--- config.mk ---
export PLATFORM = sky130hd
export DESIGN_NAME = aqp_ovl_text_fetch
export DESIGN_NICKNAME = d
export VERILOG_FILES = /design/src/rtl/aqp_ovl_text_fetch.sv
export SDC_FILE = /design/constraint.sdc
export NUM_CORES = 1
export LEC_CHECK = 0
export CAP_MARGIN = 20
export CORE_MARGIN = 2
export CORE_UTILIZATION = 60
export CTS_BUF_LIST = sky130_fd_sc_hd__clkbuf_4
export DETAILED_ROUTE_END_ITERATION = 16
export MAX_ROUTING_LAYER = met4
export PLACE_DENSITY = 0.77
export SYNTH_ARGS = -nofsm -noshare
export SYNTH_HDL_FRONTEND = slang
export SYNTH_SLANG_ARGS = --single-unit
export TNS_END_PERCENT = 50
--- constraint.sdc ---
create_clock -name clk -period 8.4 [get_ports clk]
set_clock_uncertainty 0.1 [all_clocks]
set_input_delay 1.68 -clock clk [delete_from_list [all_inputs] [get_ports clk]]
set_output_delay 1.68 -clock clk [all_outputs]
set_load 0.005 [all_outputs]
--- src/rtl/aqp_ovl_text_fetch.sv ---
// Overlay text fetch: per line, reads char/attr then glyph bytes into a double-buffered line buffer, shifts out pixels.
// Latency: 4 cycles per column fetch, 1 cycle pix_en->pix_color; no backpressure (RAM ports always ready, pix_en paces output).
module aqp_ovl_text_fetch #(
  parameter int COLUMNS = 40,
  parameter int ROWS    = 25
) (
  input  logic        clk,
  input  logic        reset,
  input  logic        line_start,
  input  logic [7:0]  vline,
  output logic [10:0] text_addr,
  input  logic [15:0] text_data,
  output logic [10:0] font_addr,
  input  logic [7:0]  font_data,
  output logic        fetch_busy,
  input  logic        pix_start,
  input  logic        pix_en,
  output logic [3:0]  pix_color,
  output logic        pix_active
);

  localparam int AW = (COLUMNS > 1) ? $clog2(COLUMNS) : 1;
  localparam int CW = $clog2(COLUMNS + 1);
  localparam logic [8:0] BLANK_FROM = 9'(ROWS * 8);

  typedef enum logic [2:0] {S_IDLE, S_TADDR, S_TWAIT, S_FADDR, S_FDATA} state_t;

  state_t        state_q, state_d;
  logic [7:0]    vline_q;
  logic [AW-1:0] fc;
  logic [3:0]    fg, bg;
  logic          sel;
  logic [1:0]    blank;
  logic [15:0]   lbuf [2][COLUMNS];
  logic [CW-1:0] dcol;
  logic [2:0]    dbit;
  logic [15:0]   ent;
  logic [7:0]    pat;
  logic          vis;
  logic          last_col;
  logic [10:0]   row_base;

  assign vis        = {1'b0, vline} < BLANK_FROM;
  assign last_col   = (fc == AW'(COLUMNS - 1));
  assign row_base   = 11'(vline_q[7:3]) * 11'(COLUMNS);
  assign fetch_busy = (state_q != S_IDLE);

  always_comb begin
    state_d = state_q;
    case (state_q)
      S_IDLE:  state_d = S_IDLE;
      S_TADDR: state_d = S_TWAIT;
      S_TWAIT: state_d = S_FADDR;
      S_FADDR: state_d = S_FDATA;
      S_FDATA: state_d = last_col ? S_IDLE : S_TADDR;
      default: state_d = S_IDLE;
    endcase
    // A new line always wins, aborting whatever fetch is in flight.
    if (line_start) state_d = vis ? S_TADDR : S_IDLE;
  end

  always_ff @(posedge clk) begin
    if (reset) begin
      state_q   <= S_IDLE;
      text_addr <= '0;
      font_addr <= '0;
      vline_q   <= '0;
      fc        <= '0;
      fg        <= '0;
      bg        <= '0;
      sel       <= 1'b0;
      blank     <= 2'b11;
    end else begin
      state_q <= state_d;
      if (line_start) begin
        // sel is the display bank; the old display bank becomes the fetch target.
        sel        <= ~sel;
        blank[sel] <= ~vis;
        vline_q    <= vline;
        fc         <= '0;
      end else begin
        case (state_q)
          S_TADDR: text_addr <= row_base + 11'(fc);
          S_FADDR: begin
            font_addr <= {text_data[7:0], vline_q[2:0]};
            fg        <= text_data[15:12];
            bg        <= text_data[11:8];
          end
          S_FDATA: if (!last_col) fc <= fc + AW'(1);
          default: ;
        endcase
      end
    end
  end

  always_ff @(posedge clk) begin
    if (!line_start && state_q == S_FDATA) lbuf[~sel][fc] <= {fg, bg, font_data};
  end

  assign ent = lbuf[sel][dcol[AW-1:0]];
  assign pat = ent[7:0];

  always_ff @(posedge clk) begin
    if (reset) begin
      dcol       <= '0;
      dbit       <= '0;
      pix_color  <= '0;
      pix_active <= 1'b0;
    end else if (pix_start) begin
      dcol <= '0;
      dbit <= '0;
    end else if (pix_en) begin
      if (dcol < CW'(COLUMNS) && !blank[sel]) begin
        pix_color  <= pat[~dbit] ? ent[15:12] : ent[11:8];
        pix_active <= 1'b1;
        dbit       <= dbit + 3'd1;
        if (dbit == 3'd7) dcol <= dcol + CW'(1);
      end else begin
        pix_color  <= '0;
        pix_active <= 1'b0;
      end
    end
  end

endmodule

# Word-level counts from Yosys, hierarchy flattened
# Memories as Yosys holds them, arrays and structs flattened. A register that Yosys moved wholly into a read port is not among the register bits.
# Index checks and enable logic that the tools add are counted.
[totals] ff_bits=64 latch_bits=0 mem_bits_rw=1280 mem_bits_ro=0 in_bits=37 word_cells=79 memories=1
[classes] n_addsub=4 multipliers=1 n_div=0 n_lt_le_gt_ge=8 eq_ne=6 shifts=0 muxes=23 bitwise=8 reduce_logical=15
[mem_list] memory="lbuf" words=2 word_bits=640 read_ports=1 rd_clocked_by_memory_dff=1 wr=1 line_no="34" text="logic [15:0] lbuf [2][COLUMNS];"
[op_table] operator="2-to-1 mux 640 bit" count=1
[op_table] operator="binary-select mux 16 bit (select 6 bit)" count=1
[op_table] operator="demux 16 bit (select 6 bit)" count=1
[op_table] operator="2-to-1 mux 16 bit" count=3
[op_table] operator=">= comparator 7 bit (second input constant)" count=2
[op_table] operator="NOT 6 -> 7 bit" count=2
[op_table] operator="adder 6 x 1 -> 6 bit (second input constant)" count=2
[op_table] operator="case mux 3 bit (4 select lines)" count=1
[op_table] operator="adder 11 x 6 -> 11 bit" count=1
[op_table] operator="2-to-1 mux 1 bit" count=10
[op_table] operator="AND reduction 2 bit" count=5
[op_table] operator="less-than comparator 8 bit (second input constant)" count=1
[op_table] operator="multiplier 5 x 3 -> 8 bit (second input constant)" count=1
[op_table] operator="2-to-1 mux 4 bit" count=2
[op_table] operator="less-than comparator 7 x 1 -> 1 bit (second input constant)" count=1
[op_table] operator="== test 3 x 2 -> 1 bit (second input constant)" count=2
[op_table] operator="== test 3 bit (second input constant)" count=2
[op_table] operator="== test 6 bit (second input constant)" count=1
[op_table] operator="less-than comparator 6 bit (second input constant)" count=1
[op_table] operator="NOT 1 bit" count=5
[op_table] operator="logical AND 1 bit" count=4
[op_table] operator="less-than comparator 3 x 4 -> 1 bit (second input constant)" count=1
[op_table] operator="OR reduction 2 bit" count=2
[op_table] operator="adder 3 x 1 -> 3 bit (second input constant)" count=1
[op_table] operator="other kinds (11)" count=12

# Longest topological paths before layout
[logic_depth] word_depth=8 mapped_depth=15 depth_no_buf=9

# Least setup slack after synthesis
# No wires, ideal clock.
[synth_timing] kind="in2reg" from="input line_start" to="memory lbuf[1][256] in the netlist's numbering, enable pin" arrival_ns=3.218 required_time_ns=7.912 slack_ns=4.693 path_stages=4 path_buffers=1 path_cell_list="clkbuf_1 -> nor3b_1 -> nand3_1 -> nor2_1"
[synth_via] elab_chain_cells=4
[synth_lines] item="from (decl)" line_no="9" text="input logic line_start,"
[synth_lines] item="logical NOT 1 bit" line_no="97" text="if (!line_start && state_q == S_FDATA) lbuf[~sel][fc] <= {fg, bg, font_data};"
[synth_lines] item="logical AND 1 bit" line_no="97"
[synth_lines] item="2-to-1 mux 1 bit" line_no="97"
[synth_lines] item="2-to-1 mux 640 bit (implied by the code)" line_no="97"
[synth_lines] item="to (decl)" line_no="34"
# Every way passes these cells.

# Worst setup path in the final report
[layout_timing] from="register dcol[0]" to="register pix_color[0]"
[layout_via] elab_chain_cells=8 word_cells_on_any_way=10
[layout_lines] item="from (decl)" line_no="35" text="logic [CW-1:0] dcol;"
[layout_lines] item="from (signal assigned)" line_no="117" text="if (dbit == 3'd7) dcol <= dcol + CW'(1);"
[layout_lines] item="NOT 6 -> 7 bit (implied by the code)" line_no="100" text="assign ent = lbuf[sel][dcol[AW-1:0]];"
[layout_lines] item="binary-select mux 16 bit (select 6 bit)" line_no="100"
[layout_lines] item="2-to-1 mux 16 bit (implied by the code) (2 in a row)" line_no="100"
[layout_lines] item="binary-select mux 1 bit (select 3 bit)" line_no="114" text="pix_color <= pat[~dbit] ? ent[15:12] : ent[11:8];"
[layout_lines] item="2-to-1 mux 1 bit (implied by the code)" line_no="114"
[layout_lines] item="2-to-1 mux 4 bit" line_no="114"
[layout_lines] item="2-to-1 mux 4 bit *" line_no="113" text="if (dcol < CW'(COLUMNS) && !blank[sel]) begin"
[layout_lines] item="to (signal assigned)" line_no="114"
[layout_lines] item="to (decl)" line_no="18" text="output logic [3:0] pix_color,"
# Mark *: on every way between the ends. The rest lies on a longest branch, timed or not. The select of a mux whose other input is x is not followed.
# A chain may end at the register's enable or synchronous reset.

==> out/results.ini <==
[grt]
grt_overflow_total = 0
track_usage = 0.308
grt_max_degree = 82
grt_pass1_wl_um = 191000
antenna_found_initial = 6
grt_pass1_vias = 28600

[cells_and_area]
regArea_mm2 = 0.0398
multiInputGateArea_mm2 = 0.0119
layout_common_cells = edfxtp_1 (1280), clkbuf_4 (482), mux4_2 (305)
final_common_cell = edfxtp_1
nFillCells = 5527
finalNetCount = 2973
drive_gt1_frac = 0.313
syn_to_final_growth_pct = 11.8

[sta]
rsz0062_at_grt = no
worstMarginPinSlew_ps = 1080
period_share = 0.631
fmax_ghz = 0.189
slew_violations = 0
post-route-min-period_ps = 5300
relSlewSlack = 0.281
setup_viol = 0
finalSetupTns_ps = 0
hold_viol_final = 0

[clock_network]
cts_buffers = 343
ctsResizeCount = 0
clk_latency_ps = 1160
cts_sinks = 1345
path_clk_slew_ps = 70
hold_buffers = 0
clock-root-buffer = clkbuf_4
clockBufferDepth = 4
cts_tree = built
cts_setup_buffers = 0
htree_levels = 5

[drt]
drc = 0
vias = 27800
drtPass1Iterations = 6
via_per_inst = 6.48
wl_per_cell_um = 30.6
final_antenna_net_count = 0
drt_wl_total_um = 131000
drt_first_iter_violations = 4056

[setup_path]
crit_type = flip-flop to flip-flop
end_kind = flip-flop
critPathLaunchType = flip-flop
path_max_fanout = 66
cp.required_ps = 9340
worstPathArrival_ps = 6240

[pwr]
p_per_area_mw_per_mm2 = 221
p_total_w = 0.0130
vdd_ir_drop_max_mv = 0.164
p_leak_nw = 19.4

[placement]
io_buffers = 64
place_congestion = 0.978
post-dp-hpwl_um = 76500

[floorplanning]
start_util = 0.606
coreArea_mm2 = 0.0868
die_h_um = 300
rows = 108
die_w_um = 300
ioPinCount = 65
fp.dieArea_mm2 = 0.0899

[synthesis]
synth_area_per_cell_um2 = 20.9
syn-instance-count = 2519
synth_edf_count = 1280
synthFlopType = edfxtp_1
synth_cell_types = 78
ys_ff_latch = 1345
synth_area_mm2 = 0.0525
ys_seq_area_frac = 0.756
synthesis.nets = 2573
async_flop_share = 0
ys.warnings.count = 0

[run]
drv_cap = 0

[status]
status = completed

[min_path]
worst_hold_path_type = flip-flop to flip-flop

==> sequential cells by signal (all words and copies together), names as in the netlist, 2 cells and up, named ones only <==
name       flops
fc             6
blank          2
dbit           3
lbuf        1280
font_addr     11
text_addr     11
fg             4
state_q        3
vline_q        8
bg             4
dcol           6
pix_color      4
==> report_power, final <==
group | total, W | leakage, nW | switching, W | internal (W)
Sequential | 0.00731 | 12.8 | 0.0000180 | 0.00729
Clock | 0.00522 | 2.42 | 0.00247 | 0.00274
Combinational | 0.000480 | 4.18 | 0.000260 | 0.000220
Total | 0.0130 | 19.4 | 0.00275 | 0.0103
==> critical path, cell delays in order (launching register included) <==
cell and delay, ps:
dfxtp_4 780, buf_4 880, buf_4 840, mux4_2 350
mux2i_1 170, o22ai_1 320, a211oi_1 90, o41ai_1 80
a211oi_1 110, or4_1 640, or2_1 300, a221o_1 290
==> area by class of cell <==
class	instances	share of cell area
timing repair buffer	187	0.0264
tap	1155	0.0246
multi-input combinational	1029	0.202
antenna	3	0.000128
inverter	13	0.000831
clock inverter	76	0.00693
clock buffer	482	0.0616
sequential	1345	0.677
==> worst paths after layout <==
path / startpoint / endpoint / slack, ps / cells after the start
worst min register to register: bg[0]$_SDFFE_PP0P_ / bg[0]$_SDFFE_PP0P_ / 360 / 2
worst min-delay path: bg[0]$_SDFFE_PP0P_ / bg[0]$_SDFFE_PP0P_ / 360 / 2
worst max-delay path: dcol[0]$_SDFFE_PP0P_ / pix_color[0]$_SDFFE_PP0P_ / 3100 / 11
worst max register to register: dcol[0]$_SDFFE_PP0P_ / pix_color[0]$_SDFFE_PP0P_ / 3100 / 11
==> layer usage <==
metal  routed length [µm]  GRT usage  share of wire  vias up
met1                49700      0.417           0.38    14400
met3                13600     0.0675           0.10      243
met4                 4120      0.114          0.031        0
li1                     -          -              -    11500
met5                    0          -              0        -
met2                63700      0.470           0.49     1737
==> cells by family (layout without fill, tap and decap cells) <==
family,count (synthesis),in the layout,share of synthesized area
other cells,0,3,0
fa+ha+maj,17,17,0.00433
flops,1345,1345,0.756
compound gates,195,195,0.0251
mux,456,456,0.164
xor+xnor,17,17,0.00283
buf+inv,145,758,0.0178
simple gates,344,344,0.0294
==> Yosys cell counts, drive strengths merged (6+ instances only) <==
cell / n / area share
a211oi: 15 / 0.0021
nor2: 149 / 0.011
a21oi: 52 / 0.0050
a22oi: 15 / 0.0022
clkbuf: 47 / 0.0034
nand2b: 7 / 0.00083
mux2: 13 / 0.0028
dfxtp: 65 / 0.025
xnor2: 12 / 0.0020
nand3: 29 / 0.0028
mux4: 319 / 0.14
mux2i: 124 / 0.024
o21ai: 21 / 0.0020
a31oi: 9 / 0.0011
buf: 85 / 0.014
o22ai: 24 / 0.0029
ha: 15 / 0.0036
nor3: 10 / 0.0010
nor2b: 13 / 0.0015
inv: 12 / 0.00086
o211ai: 7 / 0.0010
or2: 6 / 0.00071
o221ai: 8 / 0.0013
nand2: 93 / 0.0066
edfxtp: 1280 / 0.73
nand4: 8 / 0.00095
==> through the flow <==
stage / hold WS, ps / cell area [µm²] / util / cells / worst slack (ps)
2_1_floorplan: 331 / 52500 / - / 2519 / 4690
3_3_place_gp: 343 / 54700 / 0.630 / 3727 / 3230
3_5_place_dp: 351 / 54700 / 0.630 / 3727 / 3210
4_1_cts: 362 / 58700 / 0.676 / 4285 / 3240
5_1_grt: 381 / 58700 / 0.677 / 4290 / 3000
6_report: 360 / 58700 / 0.677 / 4290 / 3100
Note: power is estimated with default switching activity, not from simulation.
